===== config.mk =====
export PLATFORM = sky130hd
export DESIGN_NAME = frame_sync_inserter_flat
export DESIGN_NICKNAME = d
export VERILOG_FILES = /design/src/rtl/frame_sync_inserter_if.sv /design/src/rtl/frame_sync_inserter.sv /design/src/flat_wrapper.sv
export SDC_FILE = /design/constraint.sdc
export NUM_CORES = 1
export LEC_CHECK = 0
export CORE_MARGIN = 8
export CORE_UTILIZATION = 46
export DETAILED_ROUTE_END_ITERATION = 10
export PLACE_DENSITY = 0.74
export SLEW_MARGIN = 40
export SYNTH_ARGS = -nofsm -noshare
export SYNTH_HDL_FRONTEND = slang
export SYNTH_SLANG_ARGS = --single-unit

===== constraint.sdc =====
create_clock -name clk_out -period 1.9 [get_ports clk_out]
set_input_delay 0.38 -clock clk_out [delete_from_list [all_inputs] [get_ports clk_out]]
set_output_delay 0.38 -clock clk_out [all_outputs]
set_load 0.005 [all_outputs]

===== src/rtl/frame_sync_inserter_if.sv =====
// Upstream payload stream into the frame sync inserter.
// A bit transfers on a rising clock edge where data_valid and data_in_ready
// are both high; data_in_ready never depends on data_valid, and the source
// holds data_valid/data_in until that edge.
interface frame_sync_inserter_if;
  logic data_in;
  logic data_valid;
  logic data_in_ready;

  modport master (output data_in, output data_valid, input data_in_ready);
  modport slave  (input data_in, input data_valid, output data_in_ready);
endinterface


===== src/rtl/frame_sync_inserter.sv =====
// Serial framer: emits SYNC_WORD (MSB first) and then PAYLOAD_LEN bits taken
// from the upstream stream, repeating for as long as payload is offered.
module frame_sync_inserter #(
  parameter int                    SYNC_LEN    = 8,
  parameter logic [SYNC_LEN-1:0]   SYNC_WORD   = 8'b10110001,
  parameter int                    PAYLOAD_LEN = 56,
  parameter int                    FRAME_CNT_W = 16
) (
  input  logic                   clk_out,
  input  logic                   rst,
  frame_sync_inserter_if.slave   up,
  output logic                   data_out,
  output logic                   out_valid,
  output logic                   frame_start,
  output logic                   underrun,
  output logic [FRAME_CNT_W-1:0] frame_cnt,
  output logic [1:0]             fsm_state
);

  localparam int MAX_LEN = (SYNC_LEN > PAYLOAD_LEN) ? SYNC_LEN : PAYLOAD_LEN;
  localparam int CNT_W   = $clog2(MAX_LEN) + 1;
  localparam int IDX_W   = $clog2(SYNC_LEN);

  typedef enum logic [1:0] {
    IDLE    = 2'd0,
    SYNC    = 2'd1,
    PAYLOAD = 2'd2
  } state_t;

  state_t                 state, state_n;
  logic [CNT_W-1:0]       cnt, cnt_n;
  logic                   data_out_n, out_valid_n, frame_start_n, underrun_n;
  logic [FRAME_CNT_W-1:0] frame_cnt_n;
  logic [IDX_W-1:0]       sync_idx;

  // In SYNC, cnt counts sync bits already sent, so the next one is at SYNC_LEN-1-cnt.
  assign sync_idx         = IDX_W'(CNT_W'(SYNC_LEN - 1) - cnt);
  assign up.data_in_ready = (state == PAYLOAD);
  assign fsm_state        = state;

  always_ff @(posedge clk_out) begin
    if (!rst) begin
      state       <= IDLE;
      cnt         <= '0;
      data_out    <= 1'b0;
      out_valid   <= 1'b0;
      frame_start <= 1'b0;
      underrun    <= 1'b0;
      frame_cnt   <= '0;
    end else begin
      state       <= state_n;
      cnt         <= cnt_n;
      data_out    <= data_out_n;
      out_valid   <= out_valid_n;
      frame_start <= frame_start_n;
      underrun    <= underrun_n;
      frame_cnt   <= frame_cnt_n;
    end
  end

  always_comb begin
    state_n       = state;
    cnt_n         = cnt;
    data_out_n    = data_out;
    out_valid_n   = out_valid;
    frame_start_n = 1'b0;
    underrun_n    = underrun;
    frame_cnt_n   = frame_cnt;
    case (state)
      IDLE: begin
        if (up.data_valid) begin
          // The sync MSB leaves on the same edge that commits to the frame.
          data_out_n    = SYNC_WORD[SYNC_LEN-1];
          out_valid_n   = 1'b1;
          frame_start_n = 1'b1;
          cnt_n         = CNT_W'(1);
          state_n       = SYNC;
        end else begin
          data_out_n  = 1'b0;
          out_valid_n = 1'b0;
        end
      end
      SYNC: begin
        data_out_n  = SYNC_WORD[sync_idx];
        out_valid_n = 1'b1;
        if (cnt == CNT_W'(SYNC_LEN - 1)) begin
          cnt_n   = '0;
          state_n = PAYLOAD;
        end else begin
          cnt_n = cnt + CNT_W'(1);
        end
      end
      PAYLOAD: begin
        if (up.data_valid) begin
          data_out_n  = up.data_in;
          out_valid_n = 1'b1;
          if (cnt == CNT_W'(PAYLOAD_LEN - 1)) begin
            frame_cnt_n = frame_cnt + FRAME_CNT_W'(1);
            cnt_n       = '0;
            state_n     = IDLE;
          end else begin
            cnt_n = cnt + CNT_W'(1);
          end
        end else begin
          data_out_n  = 1'b0;
          out_valid_n = 1'b0;
          underrun_n  = 1'b1;
        end
      end
      default: begin
        state_n     = IDLE;
        cnt_n       = '0;
        data_out_n  = 1'b0;
        out_valid_n = 1'b0;
      end
    endcase
  end

endmodule


===== src/flat_wrapper.sv =====
// flat-port wrapper written by rule: the top's interface ports become plain ports
module frame_sync_inserter_flat 
#(
  parameter int                    SYNC_LEN    = 8,
  parameter logic [SYNC_LEN-1:0]   SYNC_WORD   = 8'b10110001,
  parameter int                    PAYLOAD_LEN = 56,
  parameter int                    FRAME_CNT_W = 16
)
  (clk_out, rst, data_out, out_valid, frame_start, underrun, frame_cnt, fsm_state, up_data_in, up_data_valid, up_data_in_ready);
  frame_sync_inserter_if up_i ();
  input  logic clk_out;
  input  logic rst;
  output logic data_out;
  output logic out_valid;
  output logic frame_start;
  output logic underrun;
  output logic [FRAME_CNT_W-1:0] frame_cnt;
  output logic [1:0] fsm_state;
  input wire logic [$bits(up_i.data_in)-1:0] up_data_in;
  input wire logic [$bits(up_i.data_valid)-1:0] up_data_valid;
  output wire logic [$bits(up_i.data_in_ready)-1:0] up_data_in_ready;
  assign up_i.data_in = up_data_in;
  assign up_i.data_valid = up_data_valid;
  assign up_data_in_ready = up_i.data_in_ready;
  frame_sync_inserter #(.SYNC_LEN(SYNC_LEN), .SYNC_WORD(SYNC_WORD), .PAYLOAD_LEN(PAYLOAD_LEN), .FRAME_CNT_W(FRAME_CNT_W)) u_core (.clk_out(clk_out), .rst(rst), .up(up_i), .data_out(data_out), .out_valid(out_valid), .frame_start(frame_start), .underrun(underrun), .frame_cnt(frame_cnt), .fsm_state(fsm_state));
endmodule

==> flow_metrics.py <==
metrics = {
    "routing": {
        "routed_via_density": 5.30,
        "drt-pass1-iter-count": 4,
        "drc": 0,
        "drtAntennaViolNets": 0,
        "wl_per_cell_um": 13.3,
        "drt_wl_total_mm": 3.54,
        "drt_iter0_markers": 75,
        "vias": 1411,
    },
    "pwr": {
        "p_sw_frac": 0.236,
        "power.internal_mw": 0.838,
        "power_density_nw_per_um2": 550,
        "combPwrFrac": 0.080,
        "p_clk_frac": 0.351,
        "p_sw_mw": 0.259,
        "cellLeakagePower_nw": 0.739,
        "ir_drop_uv": 331,
        "report.power.total_mw": 1.10,
        "seqPwrFrac": 0.569,
    },
    "synth": {
        "ys_ff_latch": 29,
        "synth_top_area_frac": 0.384,
        "ys_types": 45,
        "syn_area_um2": 1510,
        "ys_seq_area_frac": 0.384,
        "synthCells": 179,
        "synthTopCellsByArea": "dfxtp_1 38%, nand2_1 4.0%, and2_1 3.7%, nand2b_1 3.3%, a21boi_1 3.0%",
        "synth_top_cell_by_area": "dfxtp_1",
        "syn_nets": 185,
        "syn_avg_cell_area_um2": 8.45,
        "yosysWarnings": 0,
    },
    "run_status": {
        "status": "finished clean",
    },
    "global_routing": {
        "overflow": 0,
        "grt_max_degree": 14,
        "grt_usage": 0.137,
        "grt_pass1_vias": 1332,
        "antenna_found_initial": 0,
        "grt_first_pass_wirelength_mm": 5.78,
    },
    "setup_path": {
        "cp_max_fo": 8,
        "cp-end-kind": "register",
        "path_depth": 5,
        "regToRegEndpoint": "u_core.frame_cnt[9]",
        "cp_top_family": "simple AND/OR/NAND/NOR gates",
        "setup.worst_path.start": "up_data_valid",
        "endpoint": "u_core.frame_cnt[10]",
        "worstSetupStartpointType": "input port",
        "path_class": "in2reg",
        "worstRegToRegCells": 6,
        "cp_slowest_cell": "or4_4",
        "path_cells": "clkdlybuf4s50_1, nand4b_1, or4_4, or3_1, a21boi_1",
        "r2r_start": "u_core.cnt[0]",
        "cpPeakStageDelay_ps": 610,
        "critPathBufInv": 1,
        "cp_data_arrival_time_ps": 2070,
        "critPathRequiredTime_ps": 2160,
        "reg2reg_slack_ps": 130,
    },
    "floorplan": {
        "core_um2": 3260,
        "initial_core_util": 0.464,
        "dieArea_um2": 5380,
        "chipWidth_um": 73.3,
        "die_h_um": 73.3,
        "rows": 21,
        "ios": 27,
    },
    "timing": {
        "fin_crit_ps": 1810,
        "skew_ps": 7.43,
        "slew_headroom": 0.771,
        "worst_slew_pin_slew_ps": 343,
        "hold_violations": 0,
        "slew_viol_final": 0,
        "tns_ps": 0,
        "rsz0062_at_grt": "no",
        "setup_viol": 0,
        "clock.fmax_mhz": 553,
        "min_period_over_period": 0.952,
    },
    "layout": {
        "finalInstanceArea_um2": 1990,
        "register_area_um2": 587,
        "multi_input_area_um2": 858,
        "final_nets": 226,
        "diodes": 0,
        "fillerInstances": 306,
        "layout_common_cells": "26 x dfxtp_1, 25 x clkdlybuf4s50_1, 19 x buf_4, 16 x nand2_1",
        "drive_above_1_share": 0.141,
        "area_delta_synth_final_pct": 31.8,
        "final_cells": 266,
        "layout_commonest_cell": "dfxtp_1",
    },
    "cts": {
        "clock_latency_ps": 330,
        "htreeDepth": 2,
        "root_buffer": "clkbuf_4",
        "cts.sinks": 29,
        "cts_buffers": 5,
        "tritoncts": "yes",
        "cts_buffer_depth": 2,
        "ctsHoldBuffers": 0,
        "cts.reportedPaths.clkPinSlew_ps": 90,
    },
    "place": {
        "io_buffers": 26,
        "placed_cell_area_um2": 1920,
        "dp_hpwl_mm": 2.73,
        "dp.cells": 257,
        "gp_congestion": 0.822,
    },
    "min_path": {
        "hold_class": "reg2reg",
    },
    "job": {
        "cap_violations": 0,
    },
}
-- Yosys cell counts (all sizes together) --
library cell	number
nand2b	8
nor3	3
nand2	16
or4	3
nand4bb	1
and4bb	1
nand4b	1
a211oi	1
a21boi	7
ha	2
a31oi	1
and3b	1
and4	1
nand3b	1
o41ai	1
o21ai	5
nor4	6
nor2b	5
dfxtp	29
o211ai	2
nand3	5
clkbuf	6
buf	5
a21oi	6
nand4	2
mux2i	3
inv	9
o311ai	2
nor2	9
xor2	5
or3	5
xnor2	3
o21a	6
o221ai	3
o31ai	2
a22o	2
and2	9
and3	1
a311oi	1
-- worst register-to-register path, cell delays in order (launching register included) --
cell and delay (ps):
dfxtp_2 390, ha_4 180, and4bb_1 230, nand4_1 100
buf_4 180, or4_1 500, a21boi_1 150
-- state kept, by name (all words and copies together) (netlist names) --
| signal | count |
|---|---|
| u_core.data_out | 1 |
| u_core.fsm_state | 2 |
| u_core.frame_start | 1 |
| u_core.underrun | 1 |
| u_core.frame_cnt | 16 |
| u_core.out_valid | 1 |
| u_core.cnt | 7 |
-- worst min-delay path by stage --
stage,startpoint,depth (start not counted),slack (ps),to
after global routing,u_core.underrun,1,500,u_core.underrun
after detailed placement,u_core.underrun,1,450,u_core.underrun
after CTS,u_core.underrun,1,480,u_core.underrun
final,u_core.underrun,1,470,u_core.underrun
after floorplan,u_core.cnt[6],2,450,u_core.cnt[6]
after global placement,u_core.underrun,1,450,u_core.underrun
-- cells by family (layout without fill, tap and decap cells) --
logic type / after synthesis / count (layout) / share of synthesized area
fa+ha+maj: 2 / 2 / 0.0165
flops: 29 / 29 / 0.384
mux: 3 / 3 / 0.0199
compound gates: 39 / 39 / 0.182
simple gates: 78 / 78 / 0.293
buf+inv: 20 / 61 / 0.0587
xor+xnor: 8 / 8 / 0.0463
-- what timing repair did --
item                       4_1_cts  5_1_grt
pin swaps                        0        2
resized for setup                1        3
setup buffers                    2        0
setup endpoints to repair        3        5
-- metal layers --
layer,GRT usage,share of wire,routed length [um],up-vias
li1,-,-,-,718
met1,0.137,0.43,1520,661
met2,0.247,0.50,1780,24
met3,0.0477,0.048,169,8
met4,0.0665,0.021,76,0
met5,0,0,0,-
-- area by class of cell --
class	instances	share of cell area
inverter	9	0.0169
sequential	29	0.294
multi-input combinational	130	0.431
tap	46	0.0289
timing repair buffer	45	0.202
clock buffer	7	0.0276
-- power groups by stage --
| stage | Clock [mW] | Sequential [mW] | Combinational (mW) |
|---|---|---|---|
| finish | 0.385 | 0.625 | 0.0879 |
| global route | 0.426 | 0.626 | 0.0961 |
| detailed placement | 0 | 0.640 | 0.0884 |
| global placement | 0 | 0.639 | 0.0865 |
| CTS | 0.397 | 0.625 | 0.0886 |
| floorplan | 0 | 0.640 | 0.0481 |
-- per-stage QoR --
step,hold WS [ps],setup slack [ps],utilization
2_1_floorplan,453,11.4,-
3_3_place_gp,448,-224,0.589
3_5_place_dp,454,-269,0.589
4_1_cts,475,46.9,0.610
5_1_grt,501,1.39,0.612
6_report,473,90.9,0.612
Note: power is estimated with default switching activity, not from simulation.
